## config.mk

```make
export PLATFORM = sky130hd
export DESIGN_NAME = controlador_semaforo
export DESIGN_NICKNAME = d
export VERILOG_FILES = /design/src/rtl/controlador_semaforo_pkg.sv /design/src/rtl/controlador_semaforo_temporizador_fases.sv /design/src/rtl/controlador_semaforo.sv
export SDC_FILE = /design/constraint.sdc
export NUM_CORES = 1
export LEC_CHECK = 0
export CELL_PAD_IN_SITES_DETAIL_PLACEMENT = 1
export CELL_PAD_IN_SITES_GLOBAL_PLACEMENT = 1
export CORE_UTILIZATION = 40
export CTS_CLUSTER_SIZE = 24
export DETAILED_ROUTE_END_ITERATION = 7
export PLACE_DENSITY = 0.77
export SYNTH_ARGS = -nofsm -noshare
export SYNTH_HDL_FRONTEND = slang
export SYNTH_SLANG_ARGS = --single-unit
```

## constraint.sdc

```tcl
create_clock -name clk -period 7.6 [get_ports clk]
set_clock_uncertainty 0.05 [all_clocks]
set_input_delay 1.52 -clock clk [delete_from_list [all_inputs] [get_ports clk]]
set_output_delay 1.52 -clock clk [all_outputs]
set_load 0.02 [all_outputs]
```

## src/rtl/controlador_semaforo_pkg.sv

```systemverilog
// Shared definitions for the traffic-light controller: state codes,
// lamp encodings and programming selector codes.
package controlador_semaforo_pkg;

    typedef enum logic [2:0] {
        MAIN_GREEN  = 3'd0,
        MAIN_YELLOW = 3'd1,
        WALK        = 3'd2,
        SIDE_GREEN  = 3'd3,
        SIDE_YELLOW = 3'd4
    } estado_t;

    // Lamp vectors are {R,Y,G}
    localparam logic [2:0] LUZ_R = 3'b100;
    localparam logic [2:0] LUZ_Y = 3'b010;
    localparam logic [2:0] LUZ_G = 3'b001;

    localparam logic [1:0] SEL_BASE = 2'd0;
    localparam logic [1:0] SEL_EXT  = 2'd1;
    localparam logic [1:0] SEL_YEL  = 2'd2;
    localparam logic [1:0] SEL_NOP  = 2'd3;

endpackage

```

## src/rtl/controlador_semaforo_temporizador_fases.sv

```systemverilog
// One-second prescaler plus phase down-counter; expira flags the last second
// of the current phase so the controller can act on that second's tick.
module temporizador_fases #(
    parameter int           TICK_DIV  = 100_000_000,
    parameter int           TW        = 4,
    parameter logic [TW:0]  TIMER_RST = 12
) (
    input  logic          clk,
    input  logic          reset_n,
    input  logic          load,
    input  logic [TW:0]   load_val,
    input  logic          restart,
    output logic          tick,
    output logic          expira,
    output logic [TW:0]   remaining
);

    localparam int            PW   = (TICK_DIV > 1) ? $clog2(TICK_DIV) : 1;
    localparam logic [PW-1:0] LAST = PW'(TICK_DIV - 1);

    logic [PW-1:0] count_q, count_d;
    logic [TW:0]   timer_q, timer_d;

    assign tick      = (count_q == LAST);
    assign expira    = (timer_q == (TW+1)'(1));
    assign remaining = timer_q;

    // A load always beats the tick decrement so a new phase starts at full length
    always_comb begin
        count_d = count_q + PW'(1);
        if (restart || tick) begin
            count_d = '0;
        end
        timer_d = timer_q;
        if (load) begin
            timer_d = load_val;
        end else if (tick && timer_q > (TW+1)'(1)) begin
            timer_d = timer_q - (TW+1)'(1);
        end
    end

    always_ff @(posedge clk or negedge reset_n) begin
        if (!reset_n) begin
            count_q <= '0;
            timer_q <= TIMER_RST;
        end else begin
            count_q <= count_d;
            timer_q <= timer_d;
        end
    end

endmodule

```

## src/rtl/controlador_semaforo.sv

```systemverilog
// Main/side street traffic-light sequencer with pedestrian walk phase and
// runtime-programmable phase lengths.
module controlador_semaforo
    import controlador_semaforo_pkg::*;
#(
    parameter int TICK_DIV   = 100_000_000,
    parameter int TW         = 4,
    parameter int T_BASE_DEF = 6,
    parameter int T_EXT_DEF  = 3,
    parameter int T_YEL_DEF  = 2
) (
    input  logic          clk,
    input  logic          reset_n,
    input  logic          sensor,
    input  logic          walk_request,
    input  logic          reprogram,
    input  logic [1:0]    prog_sel,
    input  logic [TW-1:0] prog_val,
    output logic [2:0]    main_lights,
    output logic [2:0]    side_lights,
    output logic          walk_light,
    output logic [2:0]    estado
);

    estado_t       state_q, state_d;
    logic [TW-1:0] tBase_q, tBase_d;
    logic [TW-1:0] tExt_q, tExt_d;
    logic [TW-1:0] tYel_q, tYel_d;
    logic          walk_q, walk_d;
    logic          extended_q, extended_d;
    logic          rep_q;
    logic          repEdge;
    logic          load;
    logic [TW:0]   loadVal;
    logic          tick;
    logic          expira;
    logic          phaseEnd;
    logic [TW:0]   remaining;

    assign repEdge  = reprogram & ~rep_q;
    assign phaseEnd = tick & expira;

    temporizador_fases #(
        .TICK_DIV  (TICK_DIV),
        .TW        (TW),
        .TIMER_RST ((TW+1)'(2 * T_BASE_DEF))
    ) u_temporizador (
        .clk       (clk),
        .reset_n   (reset_n),
        .load      (load),
        .load_val  (loadVal),
        .restart   (repEdge),
        .tick      (tick),
        .expira    (expira),
        .remaining (remaining)
    );

    // A zero value would stall the phase timer, so it is silently dropped
    always_comb begin
        tBase_d = tBase_q;
        tExt_d  = tExt_q;
        tYel_d  = tYel_q;
        if (repEdge && prog_val != '0) begin
            case (prog_sel)
                SEL_BASE: tBase_d = prog_val;
                SEL_EXT:  tExt_d  = prog_val;
                SEL_YEL:  tYel_d  = prog_val;
                default:  ;
            endcase
        end
    end

    always_comb begin
        state_d    = state_q;
        load       = 1'b0;
        loadVal    = {tBase_q, 1'b0};
        extended_d = extended_q;
        if (repEdge) begin
            state_d    = MAIN_GREEN;
            load       = 1'b1;
            loadVal    = {tBase_d, 1'b0};
            extended_d = 1'b0;
        end else begin
            case (state_q)
                MAIN_GREEN: begin
                    if (phaseEnd) begin
                        state_d = MAIN_YELLOW;
                        load    = 1'b1;
                        loadVal = {1'b0, tYel_q};
                    end else if (sensor && remaining > {1'b0, tBase_q}) begin
                        load    = 1'b1;
                        loadVal = {1'b0, tBase_q};
                    end
                end
                MAIN_YELLOW: begin
                    if (phaseEnd) begin
                        load = 1'b1;
                        if (walk_q) begin
                            state_d = WALK;
                            loadVal = {1'b0, tExt_q};
                        end else begin
                            state_d    = SIDE_GREEN;
                            loadVal    = {1'b0, tBase_q};
                            extended_d = 1'b0;
                        end
                    end
                end
                WALK: begin
                    if (phaseEnd) begin
                        state_d    = SIDE_GREEN;
                        load       = 1'b1;
                        loadVal    = {1'b0, tBase_q};
                        extended_d = 1'b0;
                    end
                end
                SIDE_GREEN: begin
                    if (phaseEnd) begin
                        load = 1'b1;
                        if (sensor && !extended_q) begin
                            loadVal    = {1'b0, tExt_q};
                            extended_d = 1'b1;
                        end else begin
                            state_d = SIDE_YELLOW;
                            loadVal = {1'b0, tYel_q};
                        end
                    end
                end
                SIDE_YELLOW: begin
                    if (phaseEnd) begin
                        state_d = MAIN_GREEN;
                        load    = 1'b1;
                        loadVal = {tBase_q, 1'b0};
                    end
                end
                default: begin
                    state_d    = MAIN_GREEN;
                    load       = 1'b1;
                    loadVal    = {tBase_q, 1'b0};
                    extended_d = 1'b0;
                end
            endcase
        end
    end

    // Entering WALK consumes the request, even one arriving in that same cycle
    always_comb begin
        walk_d = walk_q | walk_request;
        if (state_d == WALK && state_q != WALK) begin
            walk_d = 1'b0;
        end
    end

    always_ff @(posedge clk or negedge reset_n) begin
        if (!reset_n) begin
            state_q    <= MAIN_GREEN;
            tBase_q    <= TW'(T_BASE_DEF);
            tExt_q     <= TW'(T_EXT_DEF);
            tYel_q     <= TW'(T_YEL_DEF);
            walk_q     <= 1'b0;
            extended_q <= 1'b0;
            rep_q      <= 1'b0;
        end else begin
            state_q    <= state_d;
            tBase_q    <= tBase_d;
            tExt_q     <= tExt_d;
            tYel_q     <= tYel_d;
            walk_q     <= walk_d;
            extended_q <= extended_d;
            rep_q      <= reprogram;
        end
    end

    always_comb begin
        main_lights = LUZ_R;
        side_lights = LUZ_R;
        walk_light  = 1'b0;
        case (state_q)
            MAIN_GREEN:  main_lights = LUZ_G;
            MAIN_YELLOW: main_lights = LUZ_Y;
            WALK:        walk_light  = 1'b1;
            SIDE_GREEN:  side_lights = LUZ_G;
            SIDE_YELLOW: side_lights = LUZ_Y;
            default:     ;
        endcase
    end

    assign estado = state_q;

endmodule
```

==> impl_results.md, run 1 <==
- Worst Hold Class: flop to flop
- CP bufs+invs: 1
- CP Depth: 3
- CP delay by family, top: simple AND/OR/NAND/NOR gates
- Top cells by area, synth: dfrtp_1, dfstp_2, nor2_1
- Syn avg cell area: 9.43 um2
- Footprint of the multi-input gates: around 1600 um2
- Synth area leader: dfrtp_1
- Mapped Nets: between 300 and 400
- Register area share after synthesis: a little over two fifths
- Static Leakage: ~1.4 nW
- IO Pins: 21
- Final-report setup violation count: 0
- Synth top area share: between 30% and 40%
- Fin. max-slew vios: 0
- Pwr dens: about 230 nW/um2
- Initial antenna violation count: 0
- Die Area: 7780 um2
- Mapped cell area: 2970 um2
- Vias per std cell: approximately 5.7
- Critical Path Start: estado[1]
- Crit Path Class: flop to output port
- Synth cell types: 58
- Post-route DRC: 0
- Total gr overflow: 0
- Post-Route WL: about 7400 um
- Min cycle time layout: just under 4000 ps
- Req. time, crit path: about 6000 ps
- Async set-reset flop share out of synthesis: 100%
- Hpwl dp: 5410 um
- Largest net degree at the start of global routing: just over 50
- EDFF count, synth: 0
- Clock root buffer master: clkbuf_8
- Worst-Margin Slew: around 1200 ps
- Register Area: between 1000 and 1500 um2
- Max Freq: 0.260 GHz
- Slowest cell delay on critical path: 680 ps
- CTS Buffer Depth: 2
- First-pass GRT wire length: roughly 13,000 um
- Core footprint: just over 7000 um2
- Status: completed
- Layout cells sized above 1: roughly 11%
- Setup Buffers After CTS: 0
- Startpoint Class: flop
- CP max FO: 15
- Hold Vio Cnt, Final: 0
- Cts hold-fix bufs: 0
- ANT cells: 0
- Wire per inst: ~17 um
- FF-to-FF Start: tBase_q[2]
- RR Endpoint: u_temporizador.remaining[1]
- Chip height: ~88 um
- Starting DRT DRC Count: 93
- WP data arrival: 2280 ps
- Layout Nets: approximately 350
- Yosys Warn Count: 0
- First-pass DRT Iterations: 4
- Worst reg2reg setup slack: roughly 4700 ps
- Vias: approximately 2,500
- Remaining antenna violation count: 0
- Main synth FF type: dfrtp_1
- Cell Rows: 31
- Clock Pin Slew Worst Setup and Hold Paths: 90 ps
- Seq cells post-synth: 50
- VDD IR-drop max: about 0.10 mV
- Worst skew pair latency: 310 ps
- CTS Sinks: 50
- Finished Layout Cells: around 430
- Post-cts resize count: 0
- Reg2Reg Depth: 8
- GP Congestion: 0.823
- Vias in the first global route: about 2,400
- Die Width: 88.2 um
- GRT Resource Usage Total: a little over a fifth
- Final period utilization: 50.7%
- Slowest CP cell: clkdlybuf4s50_1
- Initial Utilization: approximately 40%
- Relative slew slack: approximately a fifth
- P&R area growth vs syn: 13.1%
- CP endpoint: main_lights[0]
- Post-Syn Instances: between 300 and 400
- Port buffer count: 20
- H-tree Lvls: 2
- Max Cap Viol: 0
- CTS tree: yes
- Placed Cells: between 400 and 500
- CP Capture Type: output port
- Worst-path cell chain: or2_2 > nor2_1 > clkdlybuf4s50_1
- Inserted Clock Buffers: 5
- Fin Setup TNS: 0 ps
- Fillcell total: around 900
- RSZ-0062 raised after global routing: no
## logic make-up (layout without fill, tap and decap cells)
group           Yosys count  in the layout  share of synthesized area, %
mux                      12             12                          4.42
flops                    50             50                          42.4
buf+inv                  21             40                          3.07
fa+ha+maj                 7              7                          2.95
compound gates           58             58                          14.7
simple gates            141            141                          24.8
xor+xnor                 26             26                          7.66
## placed cells by master (no fill, tap or decap), drive strengths merged, types with 3 or more instances in the layout
cell / instances
a21oi: 13
a221oi: 3
a31oi: 5
and4: 4
clkbuf: 6
clkdlybuf4s50: 19
dfrtp: 43
dfstp: 7
ha: 7
inv: 11
mux2: 9
mux2i: 3
nand2: 25
nand2b: 6
nand3: 12
nand4: 11
nor2: 47
nor3: 10
nor3b: 4
nor4b: 4
o211ai: 9
o21ai: 7
or2: 3
or3: 4
xnor2: 8
xor2: 18
## synthesized netlist by cell type, drive strengths merged (2+ instances only)
cell type  count
a211o          2
a21oi         13
a221oi         3
a22oi          2
a31oi          5
and2           2
and3           2
and4           4
buf            3
clkbuf         7
dfrtp         43
dfstp          7
ha             7
inv           11
mux2           9
mux2i          3
nand2         25
nand2b         6
nand3         12
nand4         11
nor2          47
nor2b          2
nor3          10
nor3b          4
nor4b          4
o211ai         9
o21a           2
o21ai          7
o221ai         2
o31a           2
or2            3
or3            4
xnor2          8
xor2          18
## where the power goes
part	switching, mW	internal, mW
Clock	0.0909	0.0983
Combinational	0.118	0.102
Sequential	0.0477	0.311
Total	0.257	0.511
## worst min path at each step
stage,start,slack [ps],cells past startpoint,end
2_1_floorplan,u_temporizador.count_q[0],370,1,u_temporizador.count_q[0]
3_3_place_gp,u_temporizador.count_q[0],390,1,u_temporizador.count_q[0]
3_5_place_dp,u_temporizador.count_q[0],400,1,u_temporizador.count_q[0]
4_1_cts,u_temporizador.count_q[0],410,1,u_temporizador.count_q[0]
5_1_grt,u_temporizador.count_q[0],440,1,u_temporizador.count_q[0]
6_report,u_temporizador.count_q[0],410,1,u_temporizador.count_q[0]
## layout make-up
cell class,count,area share [%]
Sequential cell,50,37.5
Clock buffer,6,2.16
Clock inverter,2,1.12
Tap cell,99,3.68
Inverter,11,1.23
Timing Repair Buffer,21,6.03
Multi-Input combinational cell,244,48.3
## metal layers
metal  GRT usage (%)  vias to the layer above  routed length (um)  part of all wire (%)
met3            2.83                        7                 160                   2.2
li1                -                     1168                   -                     -
met4            4.40                        0                  55                  0.75
met1            28.7                     1258                3490                    47
met5               0                        -                   0                     0
met2            35.3                       28                3660                    50
## flip-flops by register name, indices dropped and copies added, names as in the netlist
signal                    cells
estado                        3
extended_q                    1
rep_q                         1
tBase_q                       4
tExt_q                        4
tYel_q                        4
u_temporizador.count_q       27
u_temporizador.remaining      5
walk_q                        1
## metrics by stage
| step | cell area, um2 | worst slack, ps | utilization [%] | hold WS, ps | total power, mW |
|---|---|---|---|---|---|
| floorplan | 2970 | 4540 | - | 374 | 0.513 |
| global placement | 3250 | 3790 | 45.1 | 386 | 0.572 |
| global route | 3360 | 3630 | 46.6 | 440 | 0.817 |
| finish | 3360 | 3750 | 46.6 | 405 | 0.767 |
| detailed placement | 3250 | 3630 | 45.1 | 396 | 0.581 |
| CTS | 3360 | 3760 | 46.6 | 409 | 0.775 |
No activity file was read; power rests on OpenSTA's default activity.
==> inputs of run 2 (changes only) <==
PLACE_DENSITY = 0.8   (was 0.77)
clock period = 3.5 ns   (was 7.6 ns; I/O delays follow)
==> run 2 against run 1 <==
Critical path type unchanged. Register-to-register slack got worse by 4100 ps. Cell area increased by 0.74%. Utilization is 0.35 points higher. Sequential power increased by 120%. Largest cell class unchanged.
==> impl_results.md, run 2 (synthesis gave the netlist of run 1 again) <==
- Status: completed
- CTS tree: yes
- Total gr overflow: 0 (unchanged)
- CP delay by family, top: simple AND/OR/NAND/NOR gates
- GRT Resource Usage Total: 21.7% (+0.75 points)
- Cell Rows: 31 (unchanged)
- WP data arrival: 2360 ps (+80 ps)
- Min cycle time layout: just over 3000 ps
- Die Width: 88.2 um (unchanged)
- Cts hold-fix bufs: 0 (unchanged)
- Starting DRT DRC Count: 78 (-16%)
- Remaining antenna violation count: 0 (unchanged)
- IO Pins: 21 (unchanged)
- Final-report setup violation count: 0 (unchanged)
- H-tree Lvls: 2 (unchanged)
- Initial Utilization: 41.2% (unchanged)
- Post-cts resize count: 0 (unchanged)
- Max FFs per register: 27 (unchanged)
- Worst Hold Class: input port to async pin
- Slowest CP cell: clkdlybuf4s50_1
- CP max FO: 15 (unchanged)
- Setup Buffers After CTS: 0 (unchanged)
- Wire per inst: 17.5 um (+3.1%)
- First-pass GRT wire length: 12,900 um (+2.5%)
- Crit Path Class: flop to output port
- Reg2Reg Depth: 8 (unchanged)
- Worst reg2reg setup slack: 640 ps (-4050 ps)
- Finished Cell Area: 3390 um2 (+0.74%)
- Worst-Margin Slew: 723 ps (-477 ps)
- Post-Route WL: 7670 um (+4.1%)
- Fin Setup TNS: 0 ps (unchanged)
- GP Congestion: 0.835 (+1.5%)
- Pwr dens: 487 nW/um2 (+110%)
- Initial antenna violation count: 0 (unchanged)
- VDD IR-drop max: 0.242 mV (+140%)
- Post-route DRC: 0 (unchanged)
- Hpwl dp: 5810 um (+7.4%)
- Fin. max-slew vios: 0 (unchanged)
- CP Capture Type: output port
- Static Leakage: 1.40 nW (+1.8%)
- Req. time, crit path: 2750 ps (-3280 ps)
- Relative slew slack: 51.7% (+32 points)
- Hold Vio Cnt, Final: 0 (unchanged)
- Worst hold slack: 354 ps (-51.2 ps)
- Vias per std cell: 5.71 (+0.41%)
- ANT cells: 0 (unchanged)
- Inserted Clock Buffers: 5 (unchanged)
- Final core occ: 46.9% (+0.35 points)
- Biggest register: u_temporizador.count_q
- Commonest non-fill, non-tap cells in the layout: nor2_1, dfrtp_1, nand2_1, clkdlybuf4s50_1, xor2_1
- Final period utilization: between 80% and 90%
- RR Endpoint: u_temporizador.remaining[0]
- Layout cells sized above 1: 12.7% (+1.3 points)
- CTS Sinks: 50 (unchanged)
- CP bufs+invs: 1 (unchanged)
- Chip height: 88.2 um (unchanged)
- Startpoint Class: flop
- Die Area: 7780 um2 (unchanged)
- Clock root buffer master: clkbuf_8
- P&R area growth vs syn: 14.0%
- Port buffer count: 20 (unchanged)
- Worst skew pair latency: 310 ps (about the same)
- Largest net degree at the start of global routing: 30 (-41%)
- Placed inst area: 3280 um2 (+0.92%)
- CTS Buffer Depth: 2 (unchanged)
- Core footprint: 7210 um2 (unchanged)
- First-pass DRT Iterations: 4 (unchanged)
- RSZ-0062 raised after global routing: no
- Vias in the first global route: 2,579 (+6.6%)
- FF-to-FF Start: tBase_q[2]
- Vias: 2,494 (+1.3%)
- Max Cap Viol: 0 (unchanged)
- Clock Pin Slew Worst Setup and Hold Paths: 100 ps (about the same)
- Worst-path cell chain: or2_2 > nor2_1 > clkdlybuf4s50_1
- Layout Nets: 355 (+1.1%)
- Max Freq: ~0.32 GHz
- Slowest cell delay on critical path: 700 ps (+20 ps)
- Commonest non-fill, non-tap cell in the layout: nor2_1
run 2: cell types whose count changed in the layout (fill, tap and decap cells not counted), sizes merged:
cell,delta
clkinv,+1
bufinv,-1
clkbuf,+1
clkinvlp,-1
buf,+4
run 2: metal layers:
metal | part of all wire, % | vias to the layer above | GRT usage, %
met5 | 0 | - | 0
met4 | 2.0 | 0 | 7.62
met3 | 2.8 | 14 | 2.64
met2 | 50 | 43 | 36.9
met1 | 45 | 1260 | 28.4
li1 | - | 1177 | -
run 2: cell type report:
type,instances,area (um2)
Clock inverter,1,8.76
Sequential cell,50,1260
Inverter,11,41.3
Tap cell,99,124
Timing Repair Buffer,25,233
Multi-Input combinational cell,244,1620
Clock buffer,7,96.3
Fill cell,858,3830
run 2: power breakdown:
part | switching (mW) | total, mW | internal, mW
Clock | 0.205 | 0.387 | 0.182
Combinational | 0.259 | 0.482 | 0.223
Sequential | 0.108 | 0.782 | 0.675
run 2: how the worst max path moves through the flow:
stage | to | start | slack, ps | cells past startpoint
6_report | main_lights[0] | estado[1] | 390 | 3
5_1_grt | main_lights[0] | estado[1] | 280 | 3
4_1_cts | main_lights[0] | estado[1] | 400 | 3
3_5_place_dp | u_temporizador.remaining[1] | prog_val[3] | 660 | 6
3_3_place_gp | u_temporizador.remaining[2] | prog_val[0] | 680 | 6
2_1_floorplan | u_temporizador.remaining[2] | tBase_q[2] | 1020 | 8
run 2: through the flow:
step	instances	setup slack (ps)	power, mW
floorplan	315	1020	1.11
global placement	429	684	1.24
detailed placement	429	661	1.27
CTS	437	399	1.66
global route	437	285	1.75
finish	437	392	1.65
